[src/rtl/core_ctrl.sv]
// core_ctrl: multi-cycle FETCH/DECODE/EXECUTE/MEM/WB sequencer with trap entry.
// Ports: i_clk/rst_n, decode fields, mem acks in; req/we strobes, trap info out.
module core_ctrl #(
  parameter int MEM_TIMEOUT = 255
) (
  input  logic        i_clk,
  input  logic        rst_n,
  input  logic [6:0]  i_opcode,
  input  logic [2:0]  i_funct3,
  input  logic [4:0]  i_rd,
  input  logic [11:0] i_imm,
  input  logic        i_addr_misaligned,
  input  logic        i_target_misaligned,
  input  logic        i_imem_ack,
  input  logic        i_dmem_ack,
  output logic        o_imem_req,
  output logic        o_ir_we,
  output logic        o_dmem_req,
  output logic        o_dmem_we,
  output logic        o_rf_we,
  output logic        o_pc_we,
  output logic        o_retire,
  output logic        o_trap,
  output logic [3:0]  o_trap_cause,
  output logic [2:0]  o_state
);

  localparam logic [2:0] S_BOOT   = 3'd0;
  localparam logic [2:0] S_FETCH  = 3'd1;
  localparam logic [2:0] S_DECODE = 3'd2;
  localparam logic [2:0] S_EXEC   = 3'd3;
  localparam logic [2:0] S_MEM    = 3'd4;
  localparam logic [2:0] S_WB     = 3'd5;
  localparam logic [2:0] S_TRAP   = 3'd6;

  localparam logic [6:0] OP_LOAD   = 7'b0000011;
  localparam logic [6:0] OP_STORE  = 7'b0100011;
  localparam logic [6:0] OP_BRANCH = 7'b1100011;
  localparam logic [6:0] OP_JAL    = 7'b1101111;
  localparam logic [6:0] OP_JALR   = 7'b1100111;
  localparam logic [6:0] OP_LUI    = 7'b0110111;
  localparam logic [6:0] OP_AUIPC  = 7'b0010111;
  localparam logic [6:0] OP_OPIMM  = 7'b0010011;
  localparam logic [6:0] OP_OP     = 7'b0110011;
  localparam logic [6:0] OP_SYSTEM = 7'b1110011;
  localparam logic [6:0] OP_FENCE  = 7'b0001111;

  // Keep at least one counter bit so a disabled timeout still elaborates.
  localparam int CW =
    (MEM_TIMEOUT > 0) ? $clog2(MEM_TIMEOUT + 1) : 1;
  localparam logic [CW-1:0] LIMIT =
    CW'((MEM_TIMEOUT > 0) ? MEM_TIMEOUT - 1 : 0);

  logic [2:0]    state;
  logic [2:0]    state_nx;
  logic [3:0]    cause;
  logic [3:0]    cause_nx;
  logic [CW-1:0] cnt;
  logic          tmo;
  logic          waiting;

  logic is_load, is_store, is_branch, is_jal, is_jalr;
  logic is_lui, is_auipc, is_opimm, is_op, is_sys, is_fence;
  logic legal, writes_rd;

  assign is_load   = i_opcode == OP_LOAD;
  assign is_store  = i_opcode == OP_STORE;
  assign is_branch = i_opcode == OP_BRANCH;
  assign is_jal    = i_opcode == OP_JAL;
  assign is_jalr   = i_opcode == OP_JALR;
  assign is_lui    = i_opcode == OP_LUI;
  assign is_auipc  = i_opcode == OP_AUIPC;
  assign is_opimm  = i_opcode == OP_OPIMM;
  assign is_op     = i_opcode == OP_OP;
  assign is_sys    = i_opcode == OP_SYSTEM;
  assign is_fence  = i_opcode == OP_FENCE;

  assign legal = is_load | is_store | is_branch | is_jal
    | is_jalr | is_lui | is_auipc | is_opimm | is_op
    | is_sys | is_fence;

  // SYSTEM with funct3 != 0 is a CSR access that returns rd.
  assign writes_rd = is_load | is_jal | is_jalr | is_lui
    | is_auipc | is_opimm | is_op
    | (is_sys && i_funct3 != 3'd0);

  assign waiting = (state == S_FETCH) || (state == S_MEM);
  assign tmo = (MEM_TIMEOUT != 0) && (cnt == LIMIT);

  always_comb begin
    state_nx = state;
    cause_nx = cause;
    unique case (state)
      S_BOOT:   state_nx = S_FETCH;
      S_FETCH: begin
        if (i_imem_ack) begin
          state_nx = S_DECODE;
        end else if (tmo) begin
          state_nx = S_TRAP;
          cause_nx = 4'd1;
        end
      end
      S_DECODE: state_nx = S_EXEC;
      S_EXEC: begin
        // Priority order matters: first matching condition wins.
        state_nx = S_TRAP;
        if (!legal) begin
          cause_nx = 4'd2;
        end else if (is_sys && i_funct3 == 3'd4) begin
          cause_nx = 4'd2;
        end else if (is_sys && i_funct3 == 3'd0) begin
          if (i_imm == 12'h000)      cause_nx = 4'd11;
          else if (i_imm == 12'h001) cause_nx = 4'd3;
          else                       cause_nx = 4'd2;
        end else if (is_load && i_addr_misaligned) begin
          cause_nx = 4'd4;
        end else if (is_store && i_addr_misaligned) begin
          cause_nx = 4'd6;
        end else if ((is_branch | is_jal | is_jalr)
                     && i_target_misaligned) begin
          cause_nx = 4'd0;
        end else if (is_load | is_store) begin
          state_nx = S_MEM;
        end else begin
          state_nx = S_WB;
        end
      end
      S_MEM: begin
        if (i_dmem_ack) begin
          state_nx = S_WB;
        end else if (tmo) begin
          state_nx = S_TRAP;
          cause_nx = is_store ? 4'd7 : 4'd5;
        end
      end
      S_WB:     state_nx = S_FETCH;
      S_TRAP:   state_nx = S_FETCH;
      default:  state_nx = S_BOOT;
    endcase
  end

  always_ff @(posedge i_clk or negedge rst_n) begin
    if (!rst_n) begin
      state <= S_BOOT;
      cause <= 4'd0;
      cnt   <= '0;
    end else begin
      state <= state_nx;
      cause <= cause_nx;
      if (state_nx != state) cnt <= '0;
      else if (waiting && cnt != '1) cnt <= cnt + 1'b1;
    end
  end

  assign o_imem_req   = state == S_FETCH;
  assign o_ir_we      = (state == S_FETCH) && i_imem_ack;
  assign o_dmem_req   = state == S_MEM;
  assign o_dmem_we    = (state == S_MEM) && is_store;
  assign o_rf_we      = (state == S_WB) && writes_rd
                        && (i_rd != 5'd0);
  assign o_pc_we      = (state == S_WB) || (state == S_TRAP);
  assign o_retire     = state == S_WB;
  assign o_trap       = state == S_TRAP;
  assign o_trap_cause = cause;
  assign o_state      = state;

endmodule
[config.mk]
export PLATFORM = sky130hd
export DESIGN_NAME = core_ctrl
export DESIGN_NICKNAME = d
export VERILOG_FILES = /design/src/rtl/core_ctrl.sv
export SDC_FILE = /design/constraint.sdc
export NUM_CORES = 1
export LEC_CHECK = 0
export CAP_MARGIN = 20
export CORE_ASPECT_RATIO = 1.5
export CORE_MARGIN = 10
export CORE_UTILIZATION = 45
export CTS_CLUSTER_SIZE = 16
export DETAILED_ROUTE_END_ITERATION = 8
export GPL_ROUTABILITY_DRIVEN = 0
export PLACE_DENSITY = 0.84
export SLEW_MARGIN = 10
export SYNTH_ARGS = -nofsm -noshare
export SYNTH_HDL_FRONTEND = slang
export SYNTH_SLANG_ARGS = --single-unit
[constraint.sdc]
create_clock -name i_clk -period 4.18 [get_ports i_clk]
set_input_delay 1.045 -clock i_clk [delete_from_list [all_inputs] [get_ports i_clk]]
set_output_delay 1.045 -clock i_clk [all_outputs]
set_load 0.05 [all_outputs]
Yosys cells after proc, flatten, opt, wreduce, memory -nomap -nowiden
Cells that the tools add are included.

cells by class
  add/subtract/negate cells = 1
  eq/ne operators = 27
  mux-type cells = 27
  bitwise gates (word level) = 19
  reductions and logical operators = 22

operators by type and width
  kind                   count
  $mux W4                11
  $eq A7 B7 Y1 const B   4
  $eq A7 B6 Y1 const B   3
  $or A1 B1 Y1           19
  $mux W8                2
  $pmux W3 S5            1
  $eq A7 B5 Y1 const B   2
  $mux W2                7
  $eq A12 B1 Y1 const B  1
  $eq A3 B3 Y1 const B   4
  $logic_not A12 Y1      1
  $pmux W4 S3            1
  $logic_and A1 B1 Y1    11
  $mux W3                3
  $add A8 B1 Y8 const B  1
  $eq A8 B8 Y1 const B   1
  $ne A8 B8 Y1 const B   1
  $eq A7 B2 Y1 const B   1
  $eq A7 B4 Y1 const B   1
  $ne A7 B7 Y1 const B   1
  $eq A3 B2 Y1 const B   2
  $logic_not A3 Y1       2
  $reduce_and A6 Y1      1
  $reduce_bool A3 Y1     2
  other kinds (9)        13

storage, ports and cells
  register bits = 15
  input port bits = 33
  output and inout port bits = 15
  word-level logic and storage cells = 99

Logic depth before layout (Yosys ltp)
  depth after elaboration = 15
  mapped depth = 8
  mapped depth without buffers = 7

Least setup slack after synthesis
OpenSTA, ideal clock, no wires.

  path kind = input to output
  from = input i_opcode[4]
  to = output o_rf_we
  arrival time = 3.979 ns
  data required time = 3.135 ns
  setup slack = -0.844 ns
  stages = 5
  buffers on the path = 1
  cells stage by stage = clkbuf_1 > nand2b_1 > o22ai_1 > a22oi_1 > a2111oi_0

on the way
  word-level cells in the longest chain between the ends = 10
  elaborated cells on any way between the ends = 18
  those cells by class = 8 x eq/ne; 7 x bitwise; 3 x reduce/logical

ends and longest elaborated chain
  element                                              line    text
  start: declaration                                   8       input logic [6:0] i_opcode,
  $eq A7 B2 Y1 / $eq A7 B7 Y1 (equally long branches)  66, 69
  $or A1 B1 Y1 (3 in a row)                            83      assign writes_rd = is_load | is_jal | is_jalr | is_lui
  $or A1 B1 Y1 (3 in a row)                            84      | is_auipc | is_opimm | is_op
  $or A1 B1 Y1 *                                       85      | (is_sys && i_funct3 != 3'd0);
  $logic_and A1 B1 Y1 *                                159     assign o_rf_we = (state == S_WB) && writes_rd
  $logic_and A1 B1 Y1 *                                160     && (i_rd != 5'd0);
  end: declaration                                     20      output logic o_rf_we,

Every way passes the cells marked *; elsewhere a longest branch is shown, timed or not.

Worst setup path after layout
  from = input i_opcode[6]
  to = output o_rf_we

Same word-level chain as after synthesis.

==> results <==
## state kept, by name, summed over array words and instances, names as in the netlist
name	flops
cnt	8
o_state	3
o_trap_cause	4
## logic make-up (layout without fill, tap and decap cells)
family	Yosys count	in the layout	share of synthesized area, %
flip-flops	15	15	33.52
AO/OA/AOI/OAI	33	33	21.12
XOR/XNOR	6	6	4.693
adder cells (fa/ha/maj)	2	2	2.234
buffers and inverters	10	57	3.799
AND/OR/NAND/NOR	70	70	34.64
## metrics by stage
stage / instance area, um^2 / worst slack, ps / util (%) / power [W]
after floorplan: 1126 / 537.2 / - / 0.0005663
after global placement: 1627 / 532.0 / 67.15 / 0.0007356
after detailed placement: 1627 / 452.5 / 67.15 / 0.0007464
after CTS: 1653 / 458.1 / 68.23 / 0.0008287
after global routing: 1653 / 336.2 / 68.23 / 0.0008714
final: 1653 / 457.9 / 68.23 / 0.0008205
## power groups by stage
| stage | clock network (W) | logic (W) | registers, W |
|---|---|---|---|
| 6_report | 0.0000810 | 0.000519 | 0.000220 |
| 5_1_grt | 0.0000901 | 0.000556 | 0.000225 |
| 4_1_cts | 0.0000841 | 0.000524 | 0.000220 |
| 3_5_place_dp | 0 | 0.000523 | 0.000223 |
| 3_3_place_gp | 0 | 0.000516 | 0.000220 |
| 2_1_floorplan | 0 | 0.000251 | 0.000315 |
## layer usage
| layer | wire, um | track usage (%) | share of wire, % | up-vias |
|---|---|---|---|---|
| li1 | - | - | - | 595 |
| met1 | 1156 | 13.87 | 34 | 553 |
| met2 | 1847 | 25.97 | 55 | 56 |
| met3 | 341 | 4.212 | 10 | 5 |
| met4 | 42 | 4.405 | 1.2 | 0 |
| met5 | 0 | 0 | 0 | - |
## worst register-to-register path, cell delays in order, from the launching register on
cell and delay, ps:
dfrtp_1 460, inv_1 70, ha_1 190, and4_1 220
a21oi_2 190, a21boi_0 310, a41oi_1 140, o211a_1 260
## layout make-up
| type | instances | area, um^2 | area share [%] |
|---|---|---|---|
| inverters | 6 | 22.52 | 1.363 |
| repair buffers | 47 | 490.5 | 29.67 |
| multi-input cells | 111 | 708.2 | 42.85 |
| clock buffers | 4 | 26.28 | 1.590 |
| well taps | 24 | 30.03 | 1.817 |
| flip-flops and latches | 15 | 375.4 | 22.71 |
## layout by cell type (no fill, tap or decap), drive strengths merged, types with 2 or more instances in the layout
master         synthesis  routed
ha                     2       2
nor4                   4       4
and3                   4       4
inv                    6       6
nor3                   3       3
nand2b                 5       5
a21oi                  9       9
dfrtp                 15      15
clkdlybuf4s50          0      45
o22ai                  2       2
nor4b                  2       2
nand2                  8       8
o21ai                  8       8
nor3b                  2       2
nor2                  22      22
buf                    2       2
or3                    2       2
xor2                   5       5
nand3                  7       7
nand4                  3       3
clkbuf                 2       4
and4                   2       2
nor2b                  2       2
## worst min-delay path by stage
stage / cells after the start / to / from
final: 1 / o_trap_cause[0] / o_trap_cause[0]
after detailed placement: 1 / o_trap_cause[0] / o_trap_cause[0]
after global routing: 1 / o_trap_cause[0] / o_trap_cause[0]
after global placement: 1 / o_trap_cause[0] / o_trap_cause[0]
after CTS: 1 / o_trap_cause[0] / o_trap_cause[0]
after floorplan: 2 / cnt[5] / cnt[5]
==> impl_results.md <==
* Drc violations at 0
* Most frequent cell after synthesis: nor2_1
* FF+latch count, synth at 15
* Slowest CP cell: clkdlybuf4s50_1
* Max Cap Viol at 0
* Hold WS at 498.8 ps
* CP Launch Type: input port
* Power Dens Cells at 496.4 nW/um^2
* Row count at 22
* Setup slack, reg-to-reg at 2240 ps
* Synth async-reset ratio at 100.0%
* Logic pwr share at 63.3%
* Worst-case reg-to-reg path depth at 7
* Fill count at 221
* Total wire length at 3387 um
* HP Class: flop to flop
* Ranking of synthesized cells by area: dfrtp_1 34%, nor2_1 7.4%, xor2_1 3.9%, a21oi_1 3.6%, o21ai_0 3.1%
* Antenna fix cells at 0
* Crit-path max FO at 9
* Synthesized area per cell at 8.234 um^2
* ANT nets after route at 0
* Vias per inst at 5.841
* Syn Nets at 171
* RSZ-0062 raised after global routing: false
* Worst-Skew Late Latency at 280 ps
* Crit-path leading delay family: buffers and inverters
* Setup Buffers After CTS at 0
* Post-CTS sizing at 0
* Clock sinks at 15
* Tcrit/Tclk final at 89.05%
* Clk pwr share at 9.9%
* Routed len/inst at 16.36 um
* Total number of vias at 1209
* Status: finished clean
* Kind of critical path: input port to primary output
* CP Launch Point: i_opcode[6]
* Number of buffers added on ports at 47
* Post-DP HPWL at 2898 um
* Cell-internal power at 0.0004085 W
* X dimension of the die at 60.73 um
* Worst Setup EP: o_rf_we
* Yosys top cell area share at 33.52%
* # setup viols final at 0
* Die Y at 81.10 um
* Top_reg_cell synth: dfrtp_1
* Area leader, netlist: dfrtp_1
* Cell count after synthesis at 136
* DRT Pass-1 Iters at 5
* Hold Buf Count CTS at 0
* Unique masters post-synth at 49
* First-pass GRT wire length at 5471 um
* CTS buffer count at 3
* GR Overflow Total at 0
* Initial Util at 46.23%
* Final-stage net count at 219
* Setup tns final at 0 ps
* Worst r2r src: cnt[0]
* Drt first-iter violations at 40
* Sw Share at 50.21%
* Depth of the CTS H-tree at 1
* Max Root-Sink Buffers at 2
* Critical Path, Cell by Cell: clkdlybuf4s50_1 -> nand2_1 -> o22ai_1 -> a22oi_1 -> a2111oi_2 -> buf_12
* Synthesis Warnings at 0
* Worst Tran Pin Value at 631.0 ps
* Final std cells w/o fill at 207
* Number of synthesized flops with an enable pin at 0
* CP Capture Type: primary output
* Rel. slew slack at 57.80%
* Root Buffer: clkbuf_4
* TritonCTS clock tree: built
* Ratio of cells with drive above 1 in the final layout at 8.197%
* Max VDD drop at 304.8 uV
* Tmin final at 3722 ps
* DP Cell Count at 203
* Setup Skew at 5.531 ps
* CP Depth at 6
* Part of the power in registers at 26.9%
* Core box area at 2422 um^2
* Largest net degree at the start of global routing at 16
* R2R Path End: o_trap_cause[2]
* Final hold vios at 0
* Global-route usage over all layers at 13.89%
* Number of I/O pins at 48
* Clock transition at the registers of the reported paths at 80 ps
* Die area at 4925 um^2
* Syn-to-layout area delta at 47.60%
* Worst path max stage delay at 600 ps
* Data required, critical path at 3130 ps
* CP arrival at 2680 ps
* Net Sw Power at 0.0004120 W
* Worst Path Buf+Inv at 2
* P_leak at 0.6505 nW
* Max-slew violation count at 0
* Vias in the first global route at 1186
* Post-synth top cells: 22 x nor2_1, 15 x dfrtp_1, 8 x a21oi_1, 8 x nand2_1, 7 x o21ai_0
* Initial antenna violation count at 0
* Post-Syn Area at 1120 um^2
* Sequential fraction of the synthesis area at 33.52%
* Maximum clock frequency at 268.7 MHz
(Power assumes the default switching activity.)
